**config.mk**
```make
export PLATFORM = sky130hd
export DESIGN_NAME = gcd_engine
export DESIGN_NICKNAME = d
export VERILOG_FILES = /design/src/rtl/gcd_pkg.sv /design/src/rtl/gcd_step.sv /design/src/rtl/gcd_engine.sv
export SDC_FILE = /design/constraint.sdc
export NUM_CORES = 1
export LEC_CHECK = 0
export BUFFER_PORTS_ARGS = -buffer_cell sky130_fd_sc_hd__buf_2
export CAP_MARGIN = 20
export CORE_ASPECT_RATIO = 0.6
export CORE_MARGIN = 8
export CORE_UTILIZATION = 45
export CTS_BUF_LIST = sky130_fd_sc_hd__clkbuf_8 sky130_fd_sc_hd__clkbuf_16
export DETAILED_ROUTE_END_ITERATION = 8
export PLACE_DENSITY = 0.65
export SYNTH_ARGS = -nofsm -noshare
export SYNTH_HDL_FRONTEND = slang
export SYNTH_SLANG_ARGS = --single-unit
```
**constraint.sdc**
```tcl
create_clock -name clk -period 2.88 [get_ports clk]
set_input_delay 0.72 -clock clk [delete_from_list [all_inputs] [get_ports clk]]
set_output_delay 0.72 -clock clk [all_outputs]
set_load 0.05 [all_outputs]
```
**src/rtl/gcd_pkg.sv**
```systemverilog
// Shared types and constants for the GCD engine: FSM states, algorithm
// selection and the width helper for the Stein shift count.
package gcd_pkg;

  typedef enum logic [1:0] {
    IDLE = 2'd0,
    CALC = 2'd1,
    DONE = 2'd2
  } gcd_state_t;

  localparam int GCD_SUB = 0;
  localparam int GCD_BIN = 1;

  // Never returns less than 1 so the shift-count register always exists.
  function automatic int clog2(input int value);
    int r;
    r = 0;
    for (int i = 0; i < 32; i++) begin
      if ((64'd1 << r) < 64'(value)) r = r + 1;
    end
    if (r < 1) r = 1;
    return r;
  endfunction

endpackage

```
**src/rtl/gcd_step.sv**
```systemverilog
// Combinational next-state of one CALC iteration for either the subtractive
// Euclid or the binary Stein algorithm.
module gcd_step
  import gcd_pkg::*;
#(
  parameter int WIDTH = 16,
  parameter int MODE  = GCD_SUB,
  parameter int K_W   = clog2(WIDTH)
) (
  input  logic [WIDTH-1:0] x,
  input  logic [WIDTH-1:0] y,
  input  logic [K_W-1:0]   k,
  output logic [WIDTH-1:0] x_nxt,
  output logic [WIDTH-1:0] y_nxt,
  output logic [K_W-1:0]   k_nxt,
  output logic             done,
  output logic [WIDTH-1:0] result
);

  // In subtractive mode k stays zero, so the final shift is a no-op.
  always_comb begin
    x_nxt  = x;
    y_nxt  = y;
    k_nxt  = k;
    done   = 1'b0;
    result = x << k;
    if (x == y) begin
      done = 1'b1;
    end else if (MODE == GCD_BIN) begin
      if (!x[0] && !y[0]) begin
        x_nxt = x >> 1;
        y_nxt = y >> 1;
        k_nxt = k + 1'b1;
      end else if (!x[0]) begin
        x_nxt = x >> 1;
      end else if (!y[0]) begin
        y_nxt = y >> 1;
      end else if (x > y) begin
        x_nxt = x - y;
      end else begin
        y_nxt = y - x;
      end
    end else begin
      if (x > y) x_nxt = x - y;
      else       y_nxt = y - x;
    end
  end

endmodule

```
**src/rtl/gcd_engine.sv**
```systemverilog
// GCD engine: valid/ready operand intake, iterative CALC loop and a held
// result with a saturating per-job cycle count.
//
// state | meaning
// IDLE  | waiting for an operand pair, in_ready=1
// CALC  | one algorithm iteration per cycle
// DONE  | result presented, waiting for out_ready
module gcd_engine
  import gcd_pkg::*;
#(
  parameter int WIDTH = 16,
  parameter int MODE  = GCD_SUB,
  parameter int CNT_W = 16
) (
  input  logic             clk,
  input  logic             reset,
  input  logic             in_valid,
  output logic             in_ready,
  input  logic [WIDTH-1:0] in_x,
  input  logic [WIDTH-1:0] in_y,
  output logic             out_valid,
  input  logic             out_ready,
  output logic [WIDTH-1:0] gcd,
  output logic [CNT_W-1:0] cycles
);

  localparam int K_W = clog2(WIDTH);

  gcd_state_t       state, state_nxt;
  logic [WIDTH-1:0] x_q, y_q, gcd_q;
  logic [K_W-1:0]   k_q;
  logic [CNT_W-1:0] cycles_q;

  logic [WIDTH-1:0] x_nxt, y_nxt, step_result;
  logic [K_W-1:0]   k_nxt;
  logic             step_done;
  logic             accept, zero_op;

  assign accept  = in_valid && (state == IDLE);
  assign zero_op = (in_x == '0) || (in_y == '0);

  gcd_step #(
    .WIDTH (WIDTH),
    .MODE  (MODE),
    .K_W   (K_W)
  ) u_step (
    .x      (x_q),
    .y      (y_q),
    .k      (k_q),
    .x_nxt  (x_nxt),
    .y_nxt  (y_nxt),
    .k_nxt  (k_nxt),
    .done   (step_done),
    .result (step_result)
  );

  always_ff @(posedge clk) begin
    if (reset) state <= IDLE;
    else       state <= state_nxt;
  end

  always_comb begin
    state_nxt = state;
    case (state)
      IDLE: if (accept) state_nxt = zero_op ? DONE : CALC;
      CALC: if (step_done) state_nxt = DONE;
      DONE: if (out_ready) state_nxt = IDLE;
      default: state_nxt = IDLE;
    endcase
  end

  always_comb begin
    in_ready  = (state == IDLE);
    out_valid = (state == DONE);
  end

  always_ff @(posedge clk) begin
    if (reset) begin
      x_q      <= '0;
      y_q      <= '0;
      k_q      <= '0;
      gcd_q    <= '0;
      cycles_q <= '0;
    end else begin
      case (state)
        IDLE: if (accept) begin
          x_q      <= in_x;
          y_q      <= in_y;
          k_q      <= '0;
          cycles_q <= '0;
          if (zero_op) gcd_q <= in_x | in_y;
        end
        CALC: begin
          x_q <= x_nxt;
          y_q <= y_nxt;
          k_q <= k_nxt;
          if (cycles_q != '1) cycles_q <= cycles_q + 1'b1;
          if (step_done) gcd_q <= step_result;
        end
        default: ;
      endcase
    end
  end

  assign gcd    = gcd_q;
  assign cycles = cycles_q;

endmodule

```
==> results.toml, run 1 <==
[run_status]
outcome = "completed"

[synthesis]
synth-xor-area-share_pct = 6.164
synth_top_family_by_area = "simple AND/OR/NAND/NOR gates"
synth_compound_gate_area_share_pct = 24.11
syn_area_um2 = 4831
ys_top_cells_by_area = "dfxtp_1, ha_1, nor2_1, nand2_1, a21oi_1"
ys.warnings.count = 0
synth_ff_type = "dfxtp_1"
syn_inst = 621
synth.avg_cell_area_um2 = 7.779
synth_mux_area_share_pct = 0.8288
seq_area_frac_synth_pct = 27.35
yosysTopAreaCellShare_pct = 27.35
synth_area_leader_cell = "dfxtp_1"
async_reset_ff_share_pct = 0
ys_ff_latch = 66
yosys.area_share.simple_pct = 25.54
synth_cell_types = 60
synthAdderAreaFrac_pct = 9.117
syn-num-nets = 691
synth_edf_count = 0

[timing]
period_needed_ps = 2760
slew_headroom_pct = 55.11
period_share_pct = 95.83
skew_ps = 12.79
final-hold-violation-count = 0
fmax_ghz = 0.3623
worst_pin_slew_ps = 673.4
worst_slack_ps = 120.1
maxSlewViolCount = 0
setup_tns_ps = 0
setup_viol = 0

[routing]
firstDrtPassIters = 5
vias_per_cell = 6.017
ant_nets = 0
drtIter0Drc = 655
routed_wl_mm = 16.20
drc = 0
vias = 5006
wl_per_cell_um = 19.47

[clocking]
cts_tree = "built"
cts-root-buf = "clkbuf_16"
clkLatencyLatePin_ps = 340
cts_buffer_depth = 2
clkSinkCount = 66
htreeDepth = 3
clkTransAtPathRegs_ps = 60
cts_made_buffers = 9

[global_route]
grt_pass1_wl_mm = 24.96
grtUsageTotal_pct = 22.41
grt-ovfl-total = 0
antenna_found_initial = 0
grt_pass1_vias = 4431
grt_max_degree = 39

[die]
die_w_um = 149.8
dieArea_um2 = 14420
initial_core_util_pct = 45.91
rows = 29
fp.dieH_um = 96.26
io_pins = 70
core_um2 = 10520

[place]
hpwl_mm = 12.51
port_buffers = 69
globalplace.congestion = 0.9519
post_dp_cell_area_um2 = 5366
place_ws_ps = -28.70

[final_layout]
design_area_um2 = 5719
drive_gt1_share_pct = 19.19
fin_nets = 758
diodes = 0
areaGrowthSynthToFinish_pct = 18.39

[worst_setup_path]
setup.worst_path.start_class = "flip-flop"
cp.arrival_ps = 2990
timing_worst_setup_path_type = "reg -> reg"
endpoint_kind = "flip-flop"
cp.required_ps = 3110
crit_path_max_fanout = 8

[power_and_ir_drop]
power.share.clock_pct = 21.1
ir_drop_mv = 0.4659
p_seq_share_pct = 20.9
switching_share_pct = 46.14
power_density_nw_per_um2 = 1009
p_leak_nw = 2.361
power_frac_comb_pct = 57.9
switchingPower_w = 0.002663
p_int_w = 0.003109

[job]
maxCapViolCount = 0

[worst_hold_path]
hold_class = "reg -> reg"
==> state kept, by name (all words and copies together) (netlist names) <==
signal and flops:
state 2, cycles 16, gcd 16, x_q 16
y_q 16
==> kinds of logic (layout without fill, tap and decap cells) <==
family,count (synthesis),in the layout
adder cells (fa/ha/maj),34,34
flip-flops,66,66
buffers and inverters,74,146
multiplexers,4,4
AND/OR/NAND/NOR,247,247
AO/OA/AOI/OAI,162,162
XOR/XNOR,34,34
==> cells in the mapped netlist (all sizes together), types with 2 or more instances <==
library cell and n:
nor2 79, dfxtp 66, nand2 61, a21oi 44, inv 33, ha 32
buf 26, a311oi 21, nand2b 21, xor2 20, o21ai 19, or3 17
a211oi 16, o211ai 16, clkbuf 15, nand4 14, xnor2 14, o21a 13
nor3 12, nor4 11, nand3 10, nor2b 9, a21o 7, mux2i 4
o22ai 4, o31a 4, o31ai 4, a31oi 3, and2b 3, and3 3
and2 2, and4 2, fa 2, o22a 2
==> power by group through the flow <==
stage,combinational [W],sequential [W],clock (W)
detailed placement,0.00320,0.00122,0
global placement,0.00313,0.00121,0
global route,0.00358,0.00122,0.00127
floorplan,0.00229,0.00126,0
finish,0.00334,0.00121,0.00122
CTS,0.00322,0.00120,0.00123
==> critical path, cell delays in order (launching register included) <==
cell	delay [ps]
dfxtp_1	400
inv_1	60
ha_1	230
fa_1	390
and2b_1	270
o2111ai_2	150
nand3_1	150
nand3_1	160
o21ai_4	280
buf_4	200
nor2_1	40
a311oi_1	310
==> through the flow <==
step / cells / hold WS, ps / total power [W] / utilization [%]
floorplan: 621 / 476.2 / 0.003544 / -
global placement: 814 / 451.8 / 0.004346 / 51.00
detailed placement: 814 / 454.7 / 0.004415 / 51.00
CTS: 830 / 464.8 / 0.005654 / 54.16
global route: 832 / 474.6 / 0.006082 / 54.35
finish: 832 / 465.1 / 0.005773 / 54.35
==> worst paths after layout <==
kind | startpoint | endpoint | slack, ps | cells after the start
worst max-delay path | x_q[0]$_SDFFE_PP0P_ | x_q[14]$_SDFFE_PP0P_ | 120 | 11
worst min-delay path | gcd[11]$_SDFFE_PP0P_ | gcd[11]$_SDFFE_PP0P_ | 470 | 2
worst max register to register | x_q[0]$_SDFFE_PP0P_ | x_q[14]$_SDFFE_PP0P_ | 120 | 11
worst min register to register | gcd[11]$_SDFFE_PP0P_ | gcd[11]$_SDFFE_PP0P_ | 470 | 2
==> cell type report <==
type,instances,area (µm²)
Clock buffer,9,225.2
Clock inverter,7,100.1
Sequential cell,66,1321
Inverter,33,123.9
Multi-Input combinational cell,481,3194
Timing Repair Buffer,97,580.6
Fill cell,1006,4803
Tap cell,139,173.9
==> placed cells by master (no fill, tap or decap), drive strengths merged, types with 3 or more instances in the layout <==
master and n:
a211oi 16, a21o 7, a21oi 44, a311oi 21
a31oi 3, and2b 3, and3 3, buf 97
clkbuf 9, clkinv 3, dfxtp 66, ha 32
inv 35, mux2i 4, nand2 61, nand2b 21
nand3 10, nand4 14, nor2 79, nor2b 9
nor3 12, nor4 11, o211ai 16, o21a 13
o21ai 19, o22ai 4, o31a 4, o31ai 4
or3 17, xnor2 14, xor2 20
==> metal layers <==
metal  part of all wire [%]  GRT usage (%)
met5                      0              0
met4                   0.95          4.467
met3                     12          6.479
met2                     39          30.19
met1                     48          33.92
==> repair_timing <==
item	4_1_cts	5_1_grt
pin swaps	0	1
setup buffers	0	2
endpoints found under the setup margin	1	11
hold buffers	0	0
gates cloned	0	0
gates resized for setup	1	1
No activity file was read; power rests on OpenSTA's default activity.
==> run 2, diff against run 1 <==
Settings changed: RECOVER_POWER from default to 25.
==> results.toml, run 2 (same netlist as run 1, synthesis figures left out) <==
[run_status]
outcome = "completed"

[clocking]
htreeDepth = 3
cts-root-buf = "clkbuf_16"
clkSinkCount = 66
cts_tree = "built"
clkTransAtPathRegs_ps = 60
clkLatencyLatePin_ps = 340
cts_buffer_depth = 2
cts_made_buffers = 9

[place]
hpwl_mm = 12.51
globalplace.congestion = 0.9519
port_buffers = 69
dp.cells = 814

[final_layout]
mostFrequentLayoutCell = "nor2_1"
final_cell_mix = "nor2_1, dfxtp_1, nand2_1"
fillers = 1016
areaGrowthSynthToFinish_pct = 17.77
diodes = 0
drive_gt1_share_pct = 15.73
final_cells = 832
multi_input_area_um2 = 3194
fin_nets = 758
seqCellArea_um2 = 1321

[routing]
routed_wl_mm = 16.22
dr.max_layer_used = "met4"
wl_met1_mm = 7.630
met3_wirelength_mm = 2.169
drtIter0Drc = 720
firstDrtPassIters = 6
vias_per_cell = 6.010
wl_met2_mm = 6.268
vias = 5000
wl_per_cell_um = 19.49
ant_nets = 0
drc = 0

[timing]
skew_ps = 11.88
fmax_ghz = 0.3640
period_share_pct = 95.38
maxSlewViolCount = 0
slew_headroom_pct = 55.47
setup_tns_ps = 0
final-hold-violation-count = 0
worst_pin_slew_ps = 668.0
holdWs_ps = 466.6
period_needed_ps = 2747
setup_viol = 0

[worst_setup_path]
slowest_delay_ps = 400
setup.worst_path.start_class = "flip-flop"
cp_cell_sequence = "inv_1, ha_1, fa_1, and2b_1, o2111ai_2, nand3_1, nand3_1, o21ai_4, buf_4, nor2_1, a311oi_1"
cp.arrival_ps = 2980
cp_slowest_cell = "dfxtp_1"
endpoint_kind = "flip-flop"
crit_path_frequent_cell = "nand3_1"
timing_worst_setup_path_type = "reg -> reg"
crit_path_max_fanout = 8
cp.required_ps = 3110

[global_route]
antenna_found_initial = 0
grt_max_degree = 39
grt_pass1_wl_mm = 24.96
grt-ovfl-total = 0
grt_pass1_vias = 4431
grtUsageTotal_pct = 22.41

[power_and_ir_drop]
p_int_w = 0.003103
switchingPower_w = 0.002659
power_frac_comb_pct = 57.9
power.share.clock_pct = 21.1
power_density_nw_per_um2 = 1013
p_leak_nw = 2.258
p_seq_share_pct = 21.0
ir_drop_mv = 0.4643
switching_share_pct = 46.15

[die]
io_pins = 70
initial_core_util_pct = 45.91
fp.dieH_um = 96.26
die_w_um = 149.8
rows = 29
dieArea_um2 = 14420
core_um2 = 10520

[job]
maxCapViolCount = 0

[worst_hold_path]
hold_class = "reg -> reg"
[run 2: area by class of cell]
type / instances / area share (%)
clock buffers: 9 / 3.959
well taps: 139 / 3.057
flip-flops and latches: 66 / 23.22
multi-input cells: 481 / 56.15
inverters: 33 / 2.177
clock inverters: 7 / 1.759
repair buffers: 97 / 9.677
[run 2: path summary, 6_finish.rpt]
check	from	endpoint	slack, ps	depth (start not counted)
worst min-delay path	gcd[13]$_SDFFE_PP0P_	gcd[13]$_SDFFE_PP0P_	470	2
worst max register to register	x_q[0]$_SDFFE_PP0P_	x_q[14]$_SDFFE_PP0P_	130	11
worst min register to register	gcd[13]$_SDFFE_PP0P_	gcd[13]$_SDFFE_PP0P_	470	2
worst max-delay path	x_q[0]$_SDFFE_PP0P_	x_q[14]$_SDFFE_PP0P_	130	11
[run 2: metrics by stage]
stage | total power [W] | cell area, µm² | setup slack, ps | util [%]
floorplan | 0.003544 | 4831 | 589.7 | -
detailed placement | 0.004415 | 5366 | -28.70 | 51.00
global placement | 0.004346 | 5366 | 105.6 | 51.00
CTS | 0.005654 | 5699 | 64.92 | 54.16
global route | 0.006078 | 5689 | -4.821 | 54.07
finish | 0.005763 | 5689 | 133.1 | 54.07
[run 2: power groups by stage]
stage	combinational [W]	sequential, W	clock [W]
after global placement	0.00313	0.00121	0
after floorplan	0.00229	0.00126	0
after global routing	0.00358	0.00123	0.00127
after CTS	0.00322	0.00120	0.00123
after detailed placement	0.00320	0.00122	0
final	0.00334	0.00121	0.00122
[run 2: critical path, delay by kind of cell, from the launching register on]
kind / cells / cell delay [ps]
buffers and inverters: 2 / 260
AO/OA/AOI/OAI: 3 / 740
adder cells (fa/ha/maj): 2 / 620
flip-flops: 1 / 400
AND/OR/NAND/NOR: 4 / 620
[run 2: per-layer routing]
layer | vias up | global-route usage (%)
met3 | 14 | 6.479
met2 | 308 | 30.19
met4 | 0 | 4.467
met5 | - | 0
li1 | 2345 | -
met1 | 2333 | 33.92
[run 2: repair_timing]
item,CTS,global route
hold buffers,0,0
pin swaps,0,1
setup endpoints to repair,1,11
buffers inserted,0,2
gates resized for setup,1,1
